$ cat config.mk
export PLATFORM = sky130hd
export DESIGN_NAME = ex_mem_stage
export DESIGN_NICKNAME = d
export VERILOG_FILES = /design/src/rtl/ex_mem_stage.sv
export SDC_FILE = /design/constraint.sdc
export NUM_CORES = 1
export LEC_CHECK = 0
export ABC_AREA = 1
export BUFFER_PORTS_ARGS = -buffer_cell sky130_fd_sc_hd__buf_4
export CAP_MARGIN = 10
export CORE_MARGIN = 3
export CORE_UTILIZATION = 54
export DETAILED_ROUTE_END_ITERATION = 16
export PLACE_DENSITY = 0.9
export SETUP_SLACK_MARGIN = 0.4
export SYNTH_ARGS = -nofsm -noshare
export SYNTH_HDL_FRONTEND = slang
export SYNTH_SLANG_ARGS = --single-unit
$ cat constraint.sdc
create_clock -name clk_i -period 3.4 [get_ports clk_i]
set_input_delay 0.34 -clock clk_i [delete_from_list [all_inputs] [get_ports clk_i]]
set_output_delay 0.34 -clock clk_i [all_outputs]
set_load 0.005 [all_outputs]
$ cat src/rtl/ex_mem_stage.sv
// ---------------------------------------------------------------------------
// ex_mem_stage
//   EX/MEM pipeline register plus memory-access sequencer, followed by the
//   MEM/WB register that feeds the register-file write port.
//
//   Upstream (EX) side:
//     ex_valid_i, ALU_result_i, RTdata_i, RDaddr_i, RegWrite_i, MemtoReg_i,
//     MemRead_i, MemWrite_i, flush_i   -> instruction entering this stage
//     stall_o                          -> hold IF/ID/EX, keep EX inputs stable
//   dcache side:
//     mem_req_o/mem_write_o/mem_addr_o/mem_wdata_o (registered, level)
//     mem_ack_i (one-cycle pulse), mem_rdata_i (valid with ack)
//   Write-back side:
//     wb_valid_o, wb_RegWrite_o, wb_RDaddr_o, wb_data_o, exc_o
//   Debug:
//     state_dbg_o                      -> FSM state (0 = IDLE, 1 = ACCESS)
//
//   Handshake: mem_req_o is raised on the edge that captures an aligned
//   load/store and stays constant (with address/data/direction) until the
//   cycle in which mem_ack_i is high. That ack cycle completes the access:
//   on the following edge MEM/WB captures the result and EX/MEM captures
//   the next instruction, so back-to-back accesses keep mem_req_o high.
//   stall_o is combinational and is low in the ack cycle.
// ---------------------------------------------------------------------------
module ex_mem_stage #(
  parameter int DATA_W   = 32,
  parameter int RA_W     = 5,
  parameter int MAX_WAIT = 255
) (
  input  logic              clk_i,
  input  logic              rst_i,
  input  logic              ex_valid_i,
  input  logic [DATA_W-1:0] ALU_result_i,
  input  logic [DATA_W-1:0] RTdata_i,
  input  logic [RA_W-1:0]   RDaddr_i,
  input  logic              RegWrite_i,
  input  logic              MemtoReg_i,
  input  logic              MemRead_i,
  input  logic              MemWrite_i,
  input  logic              flush_i,
  output logic              stall_o,
  output logic              mem_req_o,
  output logic              mem_write_o,
  output logic [DATA_W-1:0] mem_addr_o,
  output logic [DATA_W-1:0] mem_wdata_o,
  input  logic              mem_ack_i,
  input  logic [DATA_W-1:0] mem_rdata_i,
  output logic              wb_valid_o,
  output logic              wb_RegWrite_o,
  output logic [RA_W-1:0]   wb_RDaddr_o,
  output logic [DATA_W-1:0] wb_data_o,
  output logic              exc_o,
  output logic              state_dbg_o
);

  typedef enum logic {
    IDLE   = 1'b0,
    ACCESS = 1'b1
  } state_t;

  // Timeout fires in the MAX_WAIT-th consecutive ACCESS cycle without ack.
  localparam logic [7:0] WAIT_LAST = 8'(MAX_WAIT - 1);

  state_t            state;
  logic [7:0]        wait_cnt;

  // EX/MEM register
  logic              em_valid;
  logic              em_regwrite;
  logic              em_memtoreg;
  logic              em_memread;
  logic              em_memwrite;
  logic [DATA_W-1:0] em_alu;
  logic [DATA_W-1:0] em_rtdata;
  logic [RA_W-1:0]   em_rd;

  logic ack_hit;
  logic timeout;
  logic em_misaligned;
  logic ex_take;
  logic ex_mem_go;

  assign state_dbg_o   = (state == ACCESS);
  assign stall_o       = (state == ACCESS) & ~mem_ack_i;
  assign ack_hit       = (state == ACCESS) & mem_ack_i;
  // Ack has priority over timeout in the same cycle.
  assign timeout       = (state == ACCESS) & ~mem_ack_i & (wait_cnt == WAIT_LAST);
  assign em_misaligned = em_valid & (em_memread | em_memwrite) & (em_alu[1:0] != 2'b00);
  assign ex_take       = ex_valid_i & ~flush_i;
  assign ex_mem_go     = ex_take & (MemRead_i | MemWrite_i) & (ALU_result_i[1:0] == 2'b00);

  always_ff @(posedge clk_i or negedge rst_i) begin
    if (!rst_i) begin
      state         <= IDLE;
      wait_cnt      <= 8'd0;
      em_valid      <= 1'b0;
      em_regwrite   <= 1'b0;
      em_memtoreg   <= 1'b0;
      em_memread    <= 1'b0;
      em_memwrite   <= 1'b0;
      em_alu        <= '0;
      em_rtdata     <= '0;
      em_rd         <= '0;
      mem_req_o     <= 1'b0;
      mem_write_o   <= 1'b0;
      mem_addr_o    <= '0;
      mem_wdata_o   <= '0;
      wb_valid_o    <= 1'b0;
      wb_RegWrite_o <= 1'b0;
      wb_RDaddr_o   <= '0;
      wb_data_o     <= '0;
      exc_o         <= 1'b0;
    end else if (!stall_o) begin
      // EX/MEM capture; a flushed or invalid slot becomes a bubble.
      em_valid    <= ex_take;
      em_regwrite <= ex_take & RegWrite_i;
      em_memtoreg <= ex_take & MemtoReg_i;
      em_memread  <= ex_take & MemRead_i;
      em_memwrite <= ex_take & MemWrite_i;
      em_alu      <= ALU_result_i;
      em_rtdata   <= RTdata_i;
      em_rd       <= RDaddr_i;

      // MEM/WB capture. Stores and misaligned ops retire without a write.
      wb_valid_o    <= em_valid;
      wb_RegWrite_o <= em_valid & em_regwrite & ~em_memwrite & ~em_misaligned;
      wb_RDaddr_o   <= em_rd;
      wb_data_o     <= (ack_hit & em_memtoreg) ? mem_rdata_i : em_alu;
      exc_o         <= em_misaligned;

      // Sequencer: start a new access straight from the EX inputs so the
      // request appears on the same edge the op is captured.
      if (ex_mem_go) begin
        state       <= ACCESS;
        mem_req_o   <= 1'b1;
        mem_write_o <= MemWrite_i;
        mem_addr_o  <= {ALU_result_i[DATA_W-1:2], 2'b00};
        mem_wdata_o <= RTdata_i;
        wait_cnt    <= 8'd0;
      end else begin
        state       <= IDLE;
        mem_req_o   <= 1'b0;
        mem_write_o <= 1'b0;
      end
    end else if (timeout) begin
      // Abandon the access; the op retires as a non-writing bubble and the
      // EX/MEM slot is emptied so it is not retired a second time.
      state         <= IDLE;
      mem_req_o     <= 1'b0;
      mem_write_o   <= 1'b0;
      em_valid      <= 1'b0;
      em_regwrite   <= 1'b0;
      em_memtoreg   <= 1'b0;
      em_memread    <= 1'b0;
      em_memwrite   <= 1'b0;
      wb_valid_o    <= em_valid;
      wb_RegWrite_o <= 1'b0;
      wb_RDaddr_o   <= em_rd;
      wb_data_o     <= em_alu;
      exc_o         <= 1'b1;
    end else begin
      // Waiting for ack: MEM/WB presents no new completion while stalled,
      // so each instruction retires with exactly one wb_valid_o pulse.
      wb_valid_o    <= 1'b0;
      wb_RegWrite_o <= 1'b0;
      exc_o         <= 1'b0;
      if (wait_cnt != 8'hFF) wait_cnt <= wait_cnt + 8'd1;
    end
  end

endmodule

# Yosys cells after proc, flatten, opt, wreduce, memory -nomap -nowiden
# Cells that the tools add are included.
# Widths: inputs -> output; s select.
[word_totals] register_bits=154 latchBits=0 ramBits=0 romBits=0 in_bits=110 output_inout_bits=108 wordCells=75 mem_count=0
[classes] n_addsub=1 multipliers=0 div=0 n_lt_le_gt_ge=0 n_eq_ne=5 n_shift=0 mux=24 bitwise=23 n_reduce_logical=5
[ops] operator="$mux 32" n=3
[ops] operator="$mux 8" n=4
[ops] operator="$and 1x1->1" n=16
[ops] operator="$mux 1" n=15
[ops] operator="$mux 5" n=2
[ops] operator="$add 8x1->8 const B" n=1
[ops] operator="$eq 8x8->1 const B" n=1
[ops] operator="$ne 8x8->1 const B" n=1
[ops] operator="$not 1->1" n=5
[ops] operator="$ne 2x1->1 const B" n=2
[ops] operator="$reduce_bool 2->1" n=2
[ops] operator="$reduce_and 3->1" n=1
[ops] operator="$logic_not 2->1" n=1
[ops] operator="$ne 2x2->1 const B" n=1
[ops] operator="$or 1x1->1" n=2
[ops] operator="$reduce_and 2->1" n=1

# Longest topological paths before layout
# Gate-level depths: netlist of the first run.
[logic_depth] word_depth=6 ltp_mapped=11 depth_no_buf=9

# Worst setup path before layout of the first run
# No wires, ideal clock.
[synth_timing] path_kind="reg-to-reg" from="reg wait_cnt[0]" to="reg wb_data_o[0]" setup_ns=0.123 arrival_time_ns=1.336 required_time_ns=3.277 slack_ns=1.941 path_stages_with_launch=12 n_path_buf=2 synth_period_minus_slack_ns=1.459 path_cell_list="dfrtp_1 inv_1 ha_1 inv_1 nor2_1 nand2_2 nand2_4 inv_2 buf_6 buf_6 nand2_1 o21ai_2"
[synth_between] elab_chain_len=3
[synth_rtl] element="start, declared" line_no="65" source="logic [7:0] wait_cnt;"
[synth_rtl] element="start signal, assigned" line_no="167" source="if (wait_cnt != 8'hFF) wait_cnt <= wait_cnt + 8'd1;"
[synth_rtl] element="$eq 8x8->1" line_no="87" source="assign timeout = (state == ACCESS) & ~mem_ack_i & (wait_cnt == WAIT_LAST);"
[synth_rtl] element="$and 1x1->1" line_no="87"
[synth_rtl] element="$ne 2x1->1 (no source line)"
[synth_rtl] element="end signal, assigned" line_no="128" source="wb_data_o <= (ack_hit & em_memtoreg) ? mem_rdata_i : em_alu;"
[synth_rtl] element="end signal, assigned" line_no="159" source="wb_data_o <= em_alu;"
[synth_rtl] element="end, declared" line_no="51" source="output logic [DATA_W-1:0] wb_data_o,"
# No other way between the ends.
# A chain may end at the register's enable or synchronous reset.

# Worst setup path after layout of the first run
[layout_timing] from="reg state, in the netlist state_dbg_o" to="reg wb_data_o[6]"
[layout_between] elab_chain_len=4 elab_cells_between_ends=7 classes_between="eq/ne: 1; mux: 2; bitwise: 4"
[layout_rtl] element="start, declared" line_no="64" source="state_t state;"
[layout_rtl] element="start signal, assigned" line_no="94" source="state <= IDLE;"
[layout_rtl] element="start signal, assigned" line_no="134" source="state <= ACCESS;"
[layout_rtl] element="start signal, assigned" line_no="141" source="state <= IDLE;"
[layout_rtl] element="$and 1x1->1" line_no="85" source="assign ack_hit = (state == ACCESS) & mem_ack_i;"
[layout_rtl] element="$and 1x1->1" line_no="128"
[layout_rtl] element="$mux 32" line_no="128"
[layout_rtl] element="$mux 32" line_no="113" source="end else if (!stall_o) begin"
# Several ways; a longest one is shown, not always the timed one.

==> results.ini, run 1 <==
[worst_setup_path]
cpPeakStageDelay_ns=0.53
crit_buf_inv=4
setup.worst_path.start_class=register
critPathKind=register to register
cp_cell_sequence=inv_2, nor2_8, buf_4, nand2_4, inv_2, buf_4, nand2_1, o21ai_0
critical_path_cell_count=8
cp_slowest_cell=buf_4
cp.arrival_ns=2.74
worstPathMaxFanout=71
cp-end-kind=register
cp-startpoint=state_dbg_o
cp_top_family=buffers and inverters
r2r-end=wb_data_o[6]
rr_startpoint=state_dbg_o
crit_required_ns=3.73
worstRegToRegCells=8
endpoint=wb_data_o[6]
r2r_slack_ns=0.99

[final_layout]
layout-drive-gt1-share_pct=28.4
nets=1053
n_antenna_cell=0
fin_cells=1097
utilization_pct=75.6
syn2layout_area_growth_pct=34.8
fill_cells=821
postLayoutCellArea_sq_um=8780

[timing]
fin_crit_sh_pct=70.9
setup_viol=0
fmax_mhz=415
rsz0062_at_grt=no
fin_skew_ns=0.00588
hold_viol=0
setup_ws_ns=0.988
timing.hold.ws_ns=0.0445
tightest_slew_ns=0.944
slew_violations=0
min_period_ns=2.41
relSlewSlack_pct=37.1
fin_setup_tns_ns=0

[floorplan]
die_w_um=116
die_h_um=116
rows=39
start_util_pct=56.1
die-area_sq_um=13400
core_area_sq_um=11600
ios=218

[power]
total_power_mw=5.09
power_density_nw_per_um2=579
p_leak_nw=4.68
vdd_drop_max_mv=0.442

[synthesis]
synth_flop_cell=dfrtp_1
post_synth_num_cell_types=29
syn_avg_cell_area_sq_um=8.82
syn_inst=739
yosys_warnings=0
syn_area_sq_um=6520
synth_async_sr_flop_share_pct=100
yosys-top-cells-area=dfrtp_1 59%, nand2_1 13%, o21ai_0 9.3%
synth.top_cell.area_share_pct=59.1
synth-seq-area-share_pct=59.1
yosys.area.top_type=dfrtp_1
synth-edff-count=0
synth-seq-cells=154

[clock_network]
cts_tree=done
cts_resized=0
path_clk_slew_ns=0.06
clock_path_buffers=2
cts_num_sinks=154
h-tree-depth=4
cts_buffers=17
root_buffer=clkbuf_16
hold_buffers=0
cts_setup_buffers=0
insertion_delay_ns=0.42

[placed_design]
port_buffers=215
placedCellCount=1065
placed_area_sq_um=8120
globalplace.congestion=0.836
dpl.hpwl_mm=11.3
place_ws_ns=0.997

[outcome]
outcome=finished clean

[grt]
grtUsageMet2_pct=39.2
grt_max_degree=107
grtUsageTotal_pct=25.1
grt_overflow_total=0
grt_antenna_before_repair=0
grtUsageMet3_pct=7.94
grt_pass1_vias=5414
busiest_layer=met2
grt_pass1_wl_mm=26.2
grtUsageMet1_pct=33.7

[routing]
num_vias=5571
drc_errors=0
first_pass_iters=5
viasPerCell=5.08
first_iter_violations=654
wl_mm=16.2
wl_per_cell_um=14.8
drtAntennaViolNets=0

[flow_run]
maxCapViolations=0

[worst_hold_path]
min-delay-path-class=input pin to async pin

==> registers in the layout, summed over array words and instances (netlist names), 5 cells and up <==
| register | cells |
|---|---|
| wb_data_o | 32 |
| wb_RDaddr_o | 5 |
| mem_wdata_o | 32 |
| em_alu | 32 |
| wait_cnt | 8 |
| mem_addr_o | 30 |
| em_rd | 5 |
==> layout by cell type, fill, tap and decap left out, types with 2 or more instances in the layout <==
cell type and count:
nand3_1 13, nand3_2 2, conb_1 2, nor2_1 17, buf_4 219, inv_2 3, nand2_1 219, nand2_2 2
inv_1 106, o21ai_2 7, clkinvlp_4 2, o21ai_1 40, clkinv_2 3, o21ai_0 121, bufinv_16 6, ha_1 2
clkbuf_1 2, clkbuf_16 17, a21oi_1 2, o21bai_1 2, dfrtp_1 154
==> logic make-up after synthesis <==
logic type	after synthesis	share of synthesized area (%)
AND/OR/NAND/NOR	258	16.0
flip-flops	154	59.1
buffers and inverters	149	10.3
other	1	0.0575
adder cells (fa/ha/maj)	2	0.384
AO/OA/AOI/OAI	175	14.1
==> where the power goes <==
group / internal, mW / switching [mW]
logic: 0.426 / 0.334
registers: 2.07 / 0.147
clock network: 1.39 / 0.722
total: 3.89 / 1.20
==> worst min path at each step <==
stage                                end
after floorplan                em_alu[0]
after global placement    wb_RDaddr_o[0]
after detailed placement        em_rd[3]
after CTS                 mem_addr_o[14]
after global routing       wb_data_o[17]
final                      wb_data_o[10]
==> synth_stat cells, types with 7 or more instances <==
cell type / n
buf_6: 12
dfrtp_1: 154
o21ai_0: 121
clkbuf_1: 15
inv_1: 106
buf_2: 7
o21ai_2: 7
nand3_1: 13
nor2_1: 17
o21ai_1: 40
nand2_1: 219
==> layer usage <==
layer  routed length, um  up-vias
met5                   0        -
met4                 283        0
met3                1400       25
met2                7770      234
met1                6800     2608
li1                    -     2704
==> final cells by class <==
class	instances	area [sq um]	share of cell area, %
clock inverter	12	219	2.49
tap	143	179	2.04
clock buffer	20	447	5.09
inverter	110	415	4.73
sequential	154	3850	43.9
timing repair buffer	221	1680	19.1
multi-input combinational	437	1990	22.7
Note: power is estimated with default switching activity, not from simulation.
==> run 2: changes to the inputs <==
CORE_UTILIZATION = 46   (was 54)
PLACE_DENSITY = 0.82   (was 0.9)
clock period = 2.05 ns   (was 3.4 ns; I/O delays follow)
==> results.ini, run 2 (synthesized netlist as in run 1, its figures left out) <==
[timing]
setup_ws_ns=0.494
tightest_slew_ns=0.506
hold_viol=0
rsz0062_at_grt=no
fin_skew_ns=0.00837
fmax_mhz=643
relSlewSlack_pct=66.3
setup_viol=0
fin_setup_tns_ns=0
fin_crit_sh_pct=75.9
slew_violations=0
min_period_ns=1.56
timing.hold.ws_ns=0.0260

[grt]
grt_max_degree=78
grt_pass1_wl_mm=27.3
grt_pass1_vias=5491
grtUsageTotal_pct=21.8
grt_antenna_before_repair=0
grtUsageMet2_pct=34.0
grtUsageMet3_pct=5.71
busiest_layer=met2
grt_overflow_total=0
grtUsageMet1_pct=29.2

[worst_setup_path]
cp-end-kind=primary output
crit_required_ns=1.85
worstRegToRegCells=10
r2r-end=wb_data_o[22]
worstPathMaxFanout=12
critPathKind=register to primary output
endpoint=stall_o
cp-startpoint=state_dbg_o
cp.arrival_ns=1.35
rr_startpoint=wait_cnt[0]
setup.worst_path.start_class=register
r2r_slack_ns=0.51

[final_layout]
fill_cells=1082
utilization_pct=66.3
layout-drive-gt1-share_pct=29.0
syn2layout_area_growth_pct=38.0
final_cell_mix=221 x buf_4, 219 x nand2_1, 154 x dfrtp_1
reg_top3=em_alu: 32 flops, mem_wdata_o: 32 flops, wb_data_o: 32 flops
nets=1069
final_common_cell=buf_4
n_antenna_cell=0

[floorplan]
start_util_pct=48.1
die-area_sq_um=15600
die_w_um=125
rows=42
core_area_sq_um=13600
die_h_um=125
ios=218

[placed_design]
globalplace.congestion=0.819
dpl.hpwl_mm=12.0
port_buffers=215
place_ws_ns=0.344

[clock_network]
h-tree-depth=4
root_buffer=clkbuf_16
cts_buffers=17
cts_num_sinks=154
cts_tree=done
path_clk_slew_ns=0.06
clock_path_buffers=2
insertion_delay_ns=0.42

[power]
power_density_nw_per_um2=896
total_power_mw=8.06
p_leak_nw=4.75
vdd_drop_max_mv=0.574

[routing]
drtAntennaViolNets=0
first_iter_violations=609
wl_per_cell_um=15.0
num_vias=5651
first_pass_iters=5
drc_errors=0
wl_mm=17.1
viasPerCell=4.93

[worst_hold_path]
min-delay-path-class=input pin to register
hp-start=RTdata_i[25]

[flow_run]
maxCapViolations=0

[outcome]
outcome=finished clean

-- run 2: changes by cell type in the layout (fill, tap and decap cells not counted), sizes merged --
cell	change
clkinv	+3
bufinv	-3
inv	-1
clkinvlp	+1
clkbuf	+1
dlygate4sd3	+6
buf	+9
-- run 2: where the power goes --
part	switching, mW	internal [mW]	total (mW)
Clock	1.19	1.91	3.10
Sequential	0.231	3.42	3.66
Combinational	0.570	0.736	1.31
Total	1.99	6.07	8.06
-- run 2: layer usage --
metal  vias up  share of wire, %
li1       2738                 -
met1      2663                43
met2       220                48
met3        30               7.3
met4         0               2.3
met5         -                 0
-- run 2: timing repair --
| action | in CTS | in global routing |
|---|---|---|
| resized for setup | 1 | 6 |
| setup endpoints to repair | 14 | 69 |
| hold buffers | 6 | 0 |
| setup buffers | 2 | 3 |
| endpoints found under the hold margin | 54 | 0 |
| pin swaps | 0 | 1 |
| cloned | 0 | 2 |
-- run 2: layout make-up --
| class | count | area, sq um | share of cell area (%) |
|---|---|---|---|
| Timing Repair Buffer | 237 | 1910 | 21.3 |
| Clock buffer | 20 | 437 | 4.86 |
| Multi-Input combinational cell | 437 | 2000 | 22.2 |
| Inverter | 110 | 420 | 4.67 |
| Sequential cell | 154 | 3850 | 42.8 |
| Tap cell | 176 | 220 | 2.45 |
| Clock inverter | 12 | 150 | 1.67 |
-- run 2: through the flow --
stage / instance area, sq um / std cells
after global placement: 8240 / 1101
after global routing: 8990 / 1146
after detailed placement: 8240 / 1101
final: 8990 / 1146
after floorplan: 6520 / 740
after CTS: 8910 / 1141
-- run 2: worst min-delay path by stage --
stage	endpoint	slack, ns	cells past startpoint
2_1_floorplan	em_alu[0]	-0.09	0
3_3_place_gp	mem_addr_o[31]	0.19	1
3_5_place_dp	mem_addr_o[31]	0.19	1
4_1_cts	mem_wdata_o[25]	0.002	3
5_1_grt	em_rd[1]	0.02	3
6_report	mem_wdata_o[25]	0.03	3
-- run 2: critical path, cell delays in order, from the launching register on --
cell	delay, ns
dfrtp_1	0.40
inv_2	0.08
nor2_8	0.17
buf_6	0.16
buf_4	0.11
